**src/rtl/fp32_pkg.sv**
```systemverilog
// Shared constants, operand classes and field helpers for the fp32 <-> int32 datapath.
package fp32_pkg;

  localparam int unsigned BIAS      = 127;
  localparam logic [31:0] INT32_MAX = 32'h7FFFFFFF;
  localparam logic [31:0] INT32_MIN = 32'h80000000;
  localparam logic [7:0]  EXP_INF   = 8'hFF;

  typedef enum logic [2:0] {
    CLS_ZERO,
    CLS_NORM,
    CLS_INF,
    CLS_NAN,
    CLS_OVF
  } fp_class_e;

  function automatic logic fp_sign(input logic [31:0] f);
    return f[31];
  endfunction

  function automatic logic [7:0] fp_exp(input logic [31:0] f);
    return f[30:23];
  endfunction

  function automatic logic [22:0] fp_man(input logic [31:0] f);
    return f[22:0];
  endfunction

endpackage

```
**src/rtl/rshift_sticky24.sv**
```systemverilog
// Combinational 24-bit right shifter returning the guard bit and the sticky OR of the rest.
module rshift_sticky24 (
  input  logic [23:0] value,
  input  logic [4:0]  amount,
  output logic [23:0] shifted,
  output logic        guard,
  output logic        sticky
);

  logic [49:0] ext;

  // Two spare low bits let an amount of 25 push every significand bit past the guard slot.
  assign ext     = {value, 26'd0} >> amount;
  assign shifted = ext[49:26];
  assign guard   = ext[25];
  assign sticky  = |ext[24:0];

endmodule

```
**src/rtl/fp32_to_int_pipeline.sv**
```systemverilog
// Two-stage binary32 -> int32 converter, round-to-nearest-even, valid/ready with global stall.
module fp32_to_int_pipeline
  import fp32_pkg::*;
(
  input  logic        clk,
  input  logic        rst,
  input  logic        in_valid,
  output logic        in_ready,
  input  logic [31:0] fp_in,
  output logic        out_valid,
  input  logic        out_ready,
  output logic [31:0] result,
  output logic        Exception,
  output logic        Overflow,
  output logic        Underflow,
  output logic        Inexact
);

  logic en;
  assign en       = !out_valid || out_ready;
  assign in_ready = en;

  // Stage 1: classify and pick the shift.
  logic              s_in;
  logic [7:0]        e_in;
  logic [22:0]       m_in;
  logic signed [8:0] unb, rsh, lsh;
  fp_class_e         cls_d;
  logic              left_d;
  logic [4:0]        amt_d;

  assign s_in = fp_sign(fp_in);
  assign e_in = fp_exp(fp_in);
  assign m_in = fp_man(fp_in);
  assign unb  = $signed({1'b0, e_in}) - $signed(9'(BIAS));
  assign rsh  = 9'sd23 - unb;
  assign lsh  = unb - 9'sd23;

  always_comb begin
    cls_d  = CLS_NORM;
    left_d = 1'b0;
    amt_d  = 5'd0;
    if (e_in == EXP_INF) begin
      cls_d = (m_in != 23'd0) ? CLS_NAN : CLS_INF;
    end else if (e_in == 8'd0) begin
      cls_d = CLS_ZERO;
    end else if (unb <= 9'sd23) begin
      amt_d = (rsh > 9'sd25) ? 5'd25 : rsh[4:0];
    end else if (unb <= 9'sd30 || (s_in && e_in == 8'd158 && m_in == 23'd0)) begin
      // -2^31 is representable, so it rides the left-shift path instead of saturating.
      left_d = 1'b1;
      amt_d  = lsh[4:0];
    end else begin
      cls_d = CLS_OVF;
    end
  end

  logic        s1_valid, s1_sign, s1_left;
  fp_class_e   s1_cls;
  logic [4:0]  s1_amt;
  logic [23:0] s1_sig;

  // Stage 2: shift, round, negate, saturate.
  logic [23:0] rs_val;
  logic        rs_guard, rs_sticky;

  rshift_sticky24 u_rshift (
    .value   (s1_sig),
    .amount  (s1_amt),
    .shifted (rs_val),
    .guard   (rs_guard),
    .sticky  (rs_sticky)
  );

  logic [31:0] int_val, res_d;
  logic        guard, sticky, round_up;
  logic [32:0] mag;
  logic        exc_d, ovf_d, unf_d, inx_d;

  always_comb begin
    int_val  = 32'd0;
    guard    = 1'b0;
    sticky   = 1'b0;
    round_up = 1'b0;
    mag      = 33'd0;
    res_d    = 32'd0;
    exc_d    = 1'b0;
    ovf_d    = 1'b0;
    unf_d    = 1'b0;
    inx_d    = 1'b0;
    case (s1_cls)
      CLS_NAN: begin
        res_d = INT32_MAX;
        exc_d = 1'b1;
      end
      CLS_INF: begin
        res_d = s1_sign ? INT32_MIN : INT32_MAX;
        exc_d = 1'b1;
        ovf_d = 1'b1;
      end
      CLS_ZERO: begin
        // Sticky slot holds the denormal mantissa's nonzero-ness.
        unf_d = |s1_sig;
        inx_d = |s1_sig;
      end
      CLS_OVF: begin
        res_d = s1_sign ? INT32_MIN : INT32_MAX;
        ovf_d = 1'b1;
        inx_d = 1'b1;
      end
      default: begin
        if (s1_left) begin
          int_val = {8'd0, s1_sig} << s1_amt;
        end else begin
          int_val = {8'd0, rs_val};
          guard   = rs_guard;
          sticky  = rs_sticky;
        end
        round_up = guard & (sticky | int_val[0]);
        mag      = {1'b0, int_val} + 33'(round_up);
        inx_d    = guard | sticky;
        if (!s1_sign && mag > {1'b0, INT32_MAX}) begin
          res_d = INT32_MAX;
          ovf_d = 1'b1;
          inx_d = 1'b1;
        end else if (s1_sign && mag > {1'b0, INT32_MIN}) begin
          res_d = INT32_MIN;
          ovf_d = 1'b1;
          inx_d = 1'b1;
        end else begin
          res_d = s1_sign ? -mag[31:0] : mag[31:0];
          unf_d = (mag == 33'd0);
        end
      end
    endcase
  end

  always_ff @(posedge clk) begin
    if (!rst) begin
      s1_valid  <= 1'b0;
      s1_sign   <= 1'b0;
      s1_cls    <= CLS_ZERO;
      s1_left   <= 1'b0;
      s1_amt    <= 5'd0;
      s1_sig    <= 24'd0;
      out_valid <= 1'b0;
      result    <= 32'd0;
      Exception <= 1'b0;
      Overflow  <= 1'b0;
      Underflow <= 1'b0;
      Inexact   <= 1'b0;
    end else if (en) begin
      s1_valid  <= in_valid;
      s1_sign   <= s_in;
      s1_cls    <= cls_d;
      s1_left   <= left_d;
      s1_amt    <= amt_d;
      s1_sig    <= {e_in != 8'd0, m_in};
      out_valid <= s1_valid;
      result    <= res_d;
      Exception <= exc_d;
      Overflow  <= ovf_d;
      Underflow <= unf_d;
      Inexact   <= inx_d;
    end
  end

endmodule

```
**config.mk**
```make
export PLATFORM = sky130hd
export DESIGN_NAME = fp32_to_int_pipeline
export DESIGN_NICKNAME = d
export VERILOG_FILES = /design/src/rtl/fp32_pkg.sv /design/src/rtl/rshift_sticky24.sv /design/src/rtl/fp32_to_int_pipeline.sv
export SDC_FILE = /design/constraint.sdc
export NUM_CORES = 1
export LEC_CHECK = 0
export CAP_MARGIN = 5
export CORE_ASPECT_RATIO = 0.7
export CORE_MARGIN = 3
export CORE_UTILIZATION = 25
export CTS_CLUSTER_SIZE = 24
export DETAILED_ROUTE_END_ITERATION = 8
export PLACE_DENSITY = 0.51
export SYNTH_ARGS = -nofsm -noshare
export SYNTH_HDL_FRONTEND = slang
export SYNTH_SLANG_ARGS = --single-unit
```
**constraint.sdc**
```tcl
create_clock -name clk -period 14.7 [get_ports clk]
set_input_delay 2.94 -clock clk [delete_from_list [all_inputs] [get_ports clk]]
set_output_delay 2.94 -clock clk [all_outputs]
set_load 0.01 [all_outputs]
```
==> results.yml, run 1 <==
outcome:
  status: "finished clean"
timing:
  finalHoldViolCount: 0
  fmax_ghz: 0.124
  grt_setup_unrepaired: "false"
  tns_ps: 0
  setup_viol: 0
  fin_crit_sh: 0.547
  slew_headroom: 0.283
  slew_viol_final: 0
  tightest_slew_ps: 1070
  min_period_ps: 8040
  fin_worst_skew_ps: 15.7
  fin_ws_ps: 6660
clocking:
  tritoncts: "done"
  postCtsHoldBufs: 0
  cts_resized: 0
  postCtsSetupBuffers: 0
  clockBufferDepth: 2
  cts.sinks: 72
  clock_latency_ps: 360
  cts-root-buf: "clkbuf_16"
  tritoncts.num_buffers: 9
  h-tree-depth: 3
  clk_pin_slew_ps: 70
synth:
  synth-seq-cells: 72
  ys.flop_type: "dfxtp_1"
  synth_top_family_by_area: "compound AO/OA/AOI/OAI gates"
  synth_top_cell_by_area: "dfxtp_1"
  syn_avg_cell_area_um2: 7.75
  syn_area_um2: 9630
  synthXorXnorAreaFrac: 0.0464
  async_reset_ff_frac: 0
  yosys-top-cells-count: "nand2_1, nor2_1, dfxtp_1"
  synth_edf_count: 0
  syn_inst: 1242
  yosysMostFrequentCell: "nand2_1"
  syn_nets: 1289
  yosys-mux-area-fraction: 0.207
  synth_compound_area_frac: 0.262
  synth_simple_gate_area_frac: 0.251
  synth-warning-count: 0
  synth.distinct_cells: 102
  yosys.area_share.adder: 0.0143
  synth-seq-area-share: 0.150
  synth_area_leaders: "dfxtp_1, mux4_2, nand2_1"
  synth_top_area_share: 0.150
pwr:
  power.total_uw: 957
  peakVddDrop_uv: 50.7
  leakagePower_nw: 3.74
  power_density_nw_per_um2: 87.8
layout:
  synthToLayoutAreaGrowth_pct: 13.1
  drive_gt1_frac: 0.134
  diodes: 0
  fin_nets: 1284
floorplan:
  die_w_um: 241
  die_h_um: 170
  rows: 59
  ioPinCount: 74
  die_area_um2: 40900
  core_area_um2: 37600
  start_util: 0.256
job:
  drv_cap: 0
setup_path:
  path_class: "input port to primary output"
  critical_path.endpoint_type: "primary output"
  crit_path_start_kind: "input port"
  cp.arrival_ps: 5100
  cp.required_ps: 11760
  cp_max_fo: 44
routing:
  drc_errors: 0
  drt_iter0_markers: 1262
  drt_pass1_iterations: 6
  via_per_inst: 5.85
  postRouteAntennaNets: 0
  num_vias: 10100
  drt_wl_total_um: 38100
  wl_per_cell_um: 22.0
global_routing:
  use_met2: 0.254
  grt_antenna_before_repair: 0
  grt_pass1_vias: 9443
  use_met3: 0.0510
  top_usage_layer: "met1"
  gr-usage-met1: 0.285
  grt_max_degree: 65
  grt_use_total: 0.185
  grt_pass1_wl_um: 58800
  gr-total-overflow: 0
place:
  portBuffers: 73
  globalplace.congestion: 0.923
  place_hpwl_um: 28900
  post-place-ws_ps: 6640
min_path:
  hold_class: "register to register"
[routing by layer]
layer	share of wire	wire length, um
met3	0.10	3800
met1	0.48	18400
met2	0.41	15500
met4	0.010	387
met5	0	0
[layout by cell type (no fill, tap or decap), types with 17 or more instances in the layout]
master           Yosys  layout
a21boi_0            32      32
a21oi_1             51      51
a31oi_1             17      17
buf_4                5      26
clkdlybuf4s50_1      0      72
dfxtp_1             72      68
inv_1               20      19
mux2_2              35      35
mux2i_1             60      60
mux4_2              37      37
nand2_1            166     166
nand2b_1            18      18
nand3_1             33      33
nor2_1              97      97
nor2b_1             22      21
nor3_1              32      32
nor4_1              24      24
o211ai_1            19      19
o21ai_0             61      61
xnor2_1             32      32
xor2_1              19      19
[critical path, cell delays in order]
cell             delay (ps)
clkdlybuf4s50_1         440
nor2b_4                 800
inv_2                   330
clkdlybuf4s50_1         570
[final timing paths]
check	slack (ps)	end	start	cells after the start
max	6660	in_ready	out_ready	4
max reg2reg	7790	result[23]$_SDFFE_PN0P_	s1_amt[1]$_SDFFE_PN0P_	18
min	460	s1_valid$_SDFFE_PN0P_	s1_valid$_SDFFE_PN0P_	2
min reg2reg	460	s1_valid$_SDFFE_PN0P_	s1_valid$_SDFFE_PN0P_	2
[where the power goes]
part	total (mW)	switching (mW)	leakage [nW]	internal [mW]
clock network	0.229	0.0915	0.150	0.138
registers	0.234	0.0236	0.595	0.211
logic	0.493	0.300	3.00	0.193
total	0.957	0.415	3.74	0.542
[sequential cells by signal (all words and copies together), names as in the netlist]
| name | count |
|---|---|
| s1_valid | 1 |
| result | 32 |
| s1_cls | 3 |
| Overflow | 1 |
| s1_amt | 5 |
| out_valid | 1 |
| Inexact | 1 |
| Exception | 1 |
| s1_sign | 1 |
| s1_sig | 24 |
| Underflow | 1 |
| s1_left | 1 |
[stage by stage]
step           utilization  instances  instance area, um^2  hold slack [ps]
2_1_floorplan            -       1242                 9630              441
3_3_place_gp         0.282       1714                10600              447
3_5_place_dp         0.282       1714                10600              459
4_1_cts              0.290       1730                10900              471
5_1_grt              0.290       1730                10900              488
6_report             0.290       1730                10900              465
[cells by family after synthesis]
group	after synthesis
muxes	139
adders and majority gates	11
and+or+nand+nor	485
AOI/OAI and AO/OA	348
DFF	72
buffers and inverters	136
xor gates and xnor gates	51
[area by class of cell]
type,count,area (um^2)
Timing Repair Buffer,99,921
Clock buffer,10,239
Clock inverter,6,72.6
Multi-Input combinational cell,1034,7520
Sequential cell,72,1450
Tap cell,488,611
Inverter,21,78.8
Fill cell,4014,26700
No activity file was read; power rests on OpenSTA's default activity.
==> run 2: changes to the inputs <==
==> constraint.sdc (replaced) <==
create_clock -name clk -period 7.6 [get_ports clk]
set_input_delay 1.52 -clock clk [delete_from_list [all_inputs] [get_ports clk]]
set_output_delay 1.52 -clock clk [all_outputs]
set_load 0.01 [all_outputs]
==> run 2 against run 1 <==
  * Global-route usage rose by 1.3 points
  * Total power rose by 98%
  * Via count rose by 2.0%
  * Non-clock buffer count rose by 19
  * Sequential power rose by 97%
  * Highest routed layer is now met5
  * Worst hold slack improved by 3.1 ps
  * Clock power rose by 99%
  * Count of clock-buffer cells in the layout did not move
  * Flip-flop and latch count did not move
  * Largest power group unchanged
  * Combinational power rose by 98%
==> results.yml, run 2 (synthesized netlist as in run 1, its figures left out) <==
clocking:
  tritoncts: "done"
  h-tree-depth: 3
  clock_latency_ps: 360
  tritoncts.num_buffers: 9
  clk_pin_slew_ps: 70
  postCtsSetupBuffers: 0
  cts.sinks: 72
  cts-root-buf: "clkbuf_16"
  clockBufferDepth: 2
  postCtsHoldBufs: 0
  cts_resized: 0
setup_path:
  worstPathCellList: "mux2i_1, mux4_2, nand2_1, o211a_1, o21a_1, o31a_1, ha_1, inv_1, o31ai_1, o211ai_1, buf_4, nor4_2, xnor2_1, and4b_1, nand4bb_1, or4_1, xor2_1, a221oi_1, o221a_1"
  path_buf_inv: 2
  cp.arrival_ps: 6580
  cp.required_ps: 7900
  reg2reg_from: "s1_amt[1]$_SDFFE_PN0P_"
  slowest_stage: "dfxtp_4"
  cp-startpoint: "s1_amt[1]$_SDFFE_PN0P_"
  rrSetupSlack_ps: 1320
  crit_path_start_kind: "register"
  rr_worst_depth: 19
  path_class: "register to register"
  cp_max_fo: 50
  critical_path.endpoint_type: "register"
  r2r_end: "result[22]$_SDFFE_PN0P_"
  cp_top_family: "simple AND/OR/NAND/NOR gates"
  critical_path.max_stage_delay_ps: 800
timing:
  slew_viol_final: 0
  fin_worst_skew_ps: 13.8
  fin_ws_ps: 1320
  fmax_ghz: 0.159
  min_period_ps: 6280
  tns_ps: 0
  tightest_slew_ps: 1040
  setup_viol: 0
  slew_headroom: 0.301
  grt_setup_unrepaired: "false"
  fin_crit_sh: 0.826
  finalHoldViolCount: 0
layout:
  instances_no_fill: 1749
  fin_nets: 1303
  layout_common_cells: "nand2_1, nor2_1, clkdlybuf4s50_1"
  diodes: 0
  largest_reg_flops: 32
  drive_gt1_frac: 0.147
  top_regs: "result: 32 flops, s1_sig: 24 flops, s1_amt: 5 flops"
  regMostFlops: "result"
  synthToLayoutAreaGrowth_pct: 14.6
  final_common_cell: "nand2_1"
floorplan:
  die_area_um2: 40900
  die_h_um: 170
  core_area_um2: 37600
  die_w_um: 241
  ioPinCount: 74
  start_util: 0.256
  rows: 59
global_routing:
  grt_antenna_before_repair: 1
  gr-total-overflow: 0
  grt_max_degree: 77
  grt_pass1_wl_um: 62100
  grt_pass1_vias: 9791
  grt_use_total: 0.198
min_path:
  worstHoldPathCells: 2
  min_from: "s1_valid$_SDFFE_PN0P_"
  hold_class: "register to register"
  hold_end: "s1_valid$_SDFFE_PN0P_"
job:
  drv_cap: 0
place:
  post-place-ws_ps: 1470
  portBuffers: 73
  dpl.cell_count: 1733
  globalplace.congestion: 0.958
  place_hpwl_um: 31500
routing:
  via_per_inst: 5.90
  drt_pass1_iterations: 6
  num_vias: 10300
  wl_per_cell_um: 23.3
  drc_errors: 0
  postRouteAntennaNets: 0
  drt_wl_total_um: 40800
  drt_iter0_markers: 1378
pwr:
  leakagePower_nw: 3.83
  peakVddDrop_uv: 86.4
  power_density_nw_per_um2: 172
outcome:
  status: "finished clean"
[run 2: tightest hold or removal path, stage by stage (launching register included)]
cell	delay, ps
dfxtp_1	310
nand2_1	50
a21boi_0	60
[run 2: metal layers]
layer | share of wire | global-route usage | vias to the layer above
met5 | 0.00027 | 0 | -
met4 | 0.027 | 0.0590 | 2
met3 | 0.11 | 0.0731 | 64
met2 | 0.39 | 0.264 | 516
met1 | 0.47 | 0.290 | 5023
li1 | - | - | 4718
[run 2: through the flow]
step,util,instance area (um^2),power (mW),hold slack (ps)
final,0.294,11000,1.89,468
after floorplan,-,9630,1.11,441
after detailed placement,0.286,10700,1.42,460
after global routing,0.294,11000,2.00,504
after CTS,0.294,11000,1.88,473
after global placement,0.286,10700,1.43,452
[run 2: final cells by class]
class / count / area [um^2]
Fill cell: 4059 / 26500
Multi-Input combinational cell: 1034 / 7520
Tap cell: 488 / 611
Timing Repair Buffer: 118 / 1080
Clock buffer: 10 / 229
Clock inverter: 6 / 68.8
Sequential cell: 72 / 1450
Inverter: 21 / 78.8
[run 2: where the power goes]
part | internal (mW) | total (mW) | switching [mW]
Sequential | 0.408 | 0.461 | 0.0534
Clock | 0.257 | 0.455 | 0.199
Combinational | 0.383 | 0.976 | 0.594
Total | 1.05 | 1.89 | 0.846
[run 2: how the worst max path moves through the flow]
stage,cells past startpoint,endpoint,slack (ps)
after floorplan,21,result[22]$_SDFFE_PN0P_,2380
after global placement,19,result[22]$_SDFFE_PN0P_,1600
after detailed placement,19,result[22]$_SDFFE_PN0P_,1470
after CTS,19,result[22]$_SDFFE_PN0P_,1450
after global routing,19,result[23]$_SDFFE_PN0P_,970
final,19,result[22]$_SDFFE_PN0P_,1320
==> variant, RTL diff (flow settings as in run 2) <==
Encoding of `fp_class_e`: now Gray code (3 bits for 5 values).
--- a/src/rtl/fp32_pkg.sv
+++ b/src/rtl/fp32_pkg.sv
@@ -9,7 +9,7 @@
   typedef enum logic [2:0] {
-    CLS_ZERO,
-    CLS_NORM,
-    CLS_INF,
-    CLS_NAN,
-    CLS_OVF
+    CLS_ZERO = 3'b000,
+    CLS_NORM = 3'b001,
+    CLS_INF  = 3'b011,
+    CLS_NAN  = 3'b010,
+    CLS_OVF  = 3'b110
   } fp_class_e;
Function: no difference found for any inputs over 4 cycles, from zero or initial values and one cycle with rst low; so few cycles prove little.
==> variant against run 2 <==
- setup slack got worse by 0.082 ns
- hold slack got worse by 0.0034 ns
- total power increased by 2.9%
- routed wire length increased by 1.8%
- final area increased by 3.4%
- non-clock buffer count decreased by 19
- synthesized area increased by 4.7%
- sequential cell count unchanged
- critical path type unchanged
==> variant: results (changes against run 2) <==
- Fin cells: 1845 (+5.5%)
- GRT Util Overall: 19.1% (-0.70 points)
- Vias in the first global route: 10394 (+6.2%)
- Routed vias: 11002 (+6.6%)
- Crit Path Max Fanout: 66 (+32%)
- Final RePlAce weighted congestion: 0.970 (+1.3%)
- Slew HR: 20.2% (-10 points)
- Post-synth cell types: 91 (-11%)
- Syn Nets: 1369 (+6.2%)
- First-pass GRT wire length: 64600 um (+3.9%)
- Diodes inserted: 1 (+1)
- Non-clock buffers: 99 (-16%)
- Avg WL per Cell: 22.5 um (-3.5%)
- Multi-input comb cells: 1107 (+7.1%)
- Filler instances: 4170 (+2.7%)
- Sequential area share after synthesis: 14.3% (-0.68 points)
- Synth top cells by count: 158 x nand2_1, 116 x nor2_1, 72 x clkbuf_1, 72 x dfxtp_1, 72 x o21ai_0
- Area of the mapped netlist: 0.0101 mm2 (+4.7%)
- Largest cells by area after synthesis: dfxtp_1 14%, mux4_2 11%, nand2_1 5.9%, mux2i_1 4.9%, nor2_1 4.3%
- Mean Syn Cell Area: 7.63 um2 (-1.6%)
- Clk_skew: 0.0153 ns (+0.00147 ns)
- DP Area: 0.0111 mm2 (+3.3%)
- Slowest stage cell on the critical path: nor2b_1
- Status: finished, final reports clean
- CP peak stage delay: 0.72 ns (-0.08 ns)
==> variant: cell types whose count changed after synthesis, moves of 8 or more <==
cell     delta
or3_1      +13
nor2_1     +19
a21oi_1    +11
nand2_1     -8
o21ai_0    +11
nor3_1      +8
o32ai_1    +11
mux4_2     +13
a22o_1      +9
mux2i_1    -11
==> variant: logic make-up (layout without fill, tap and decap cells) <==
kind of cell	after synthesis	count (layout)	synth area share, %
AO/OA/AOI/OAI	406	406	29.2
flip-flops	72	72	14.3
multiplexers	129	129	19.4
AND/OR/NAND/NOR	512	512	24.8
adder cells (fa/ha/maj)	12	12	1.46
other	0	1	0
buffers and inverters	143	138	6.75
XOR/XNOR	48	48	4.17
==> variant: path summary, 6_finish.rpt <==
path,endpoint,slack (ns),startpoint,cells past startpoint
setup / recovery,result[25]$_SDFFE_PN0P_,1.24,s1_amt[3]$_SDFFE_PN0P_,13
hold / removal,s1_valid$_SDFFE_PN0P_,0.46,s1_valid$_SDFFE_PN0P_,2
setup reg to reg,result[25]$_SDFFE_PN0P_,1.24,s1_amt[3]$_SDFFE_PN0P_,13
hold reg to reg,s1_valid$_SDFFE_PN0P_,0.46,s1_valid$_SDFFE_PN0P_,2
==> variant: worst min-delay path, delay by kind of cell (launching register included) <==
kind / cells / cell delay [ns]
flip-flops: 1 / 0.31
AND/OR/NAND/NOR: 1 / 0.05
AO/OA/AOI/OAI: 1 / 0.06
==> variant: layer usage <==
metal | global-route usage (%) | share of wire [%] | up-vias
met4 | 3.59 | 1.2 | 0
li1 | - | - | 5043
met5 | 0 | 0 | -
met1 | 29.3 | 48 | 5400
met3 | 3.41 | 9.5 | 34
met2 | 27.6 | 42 | 525
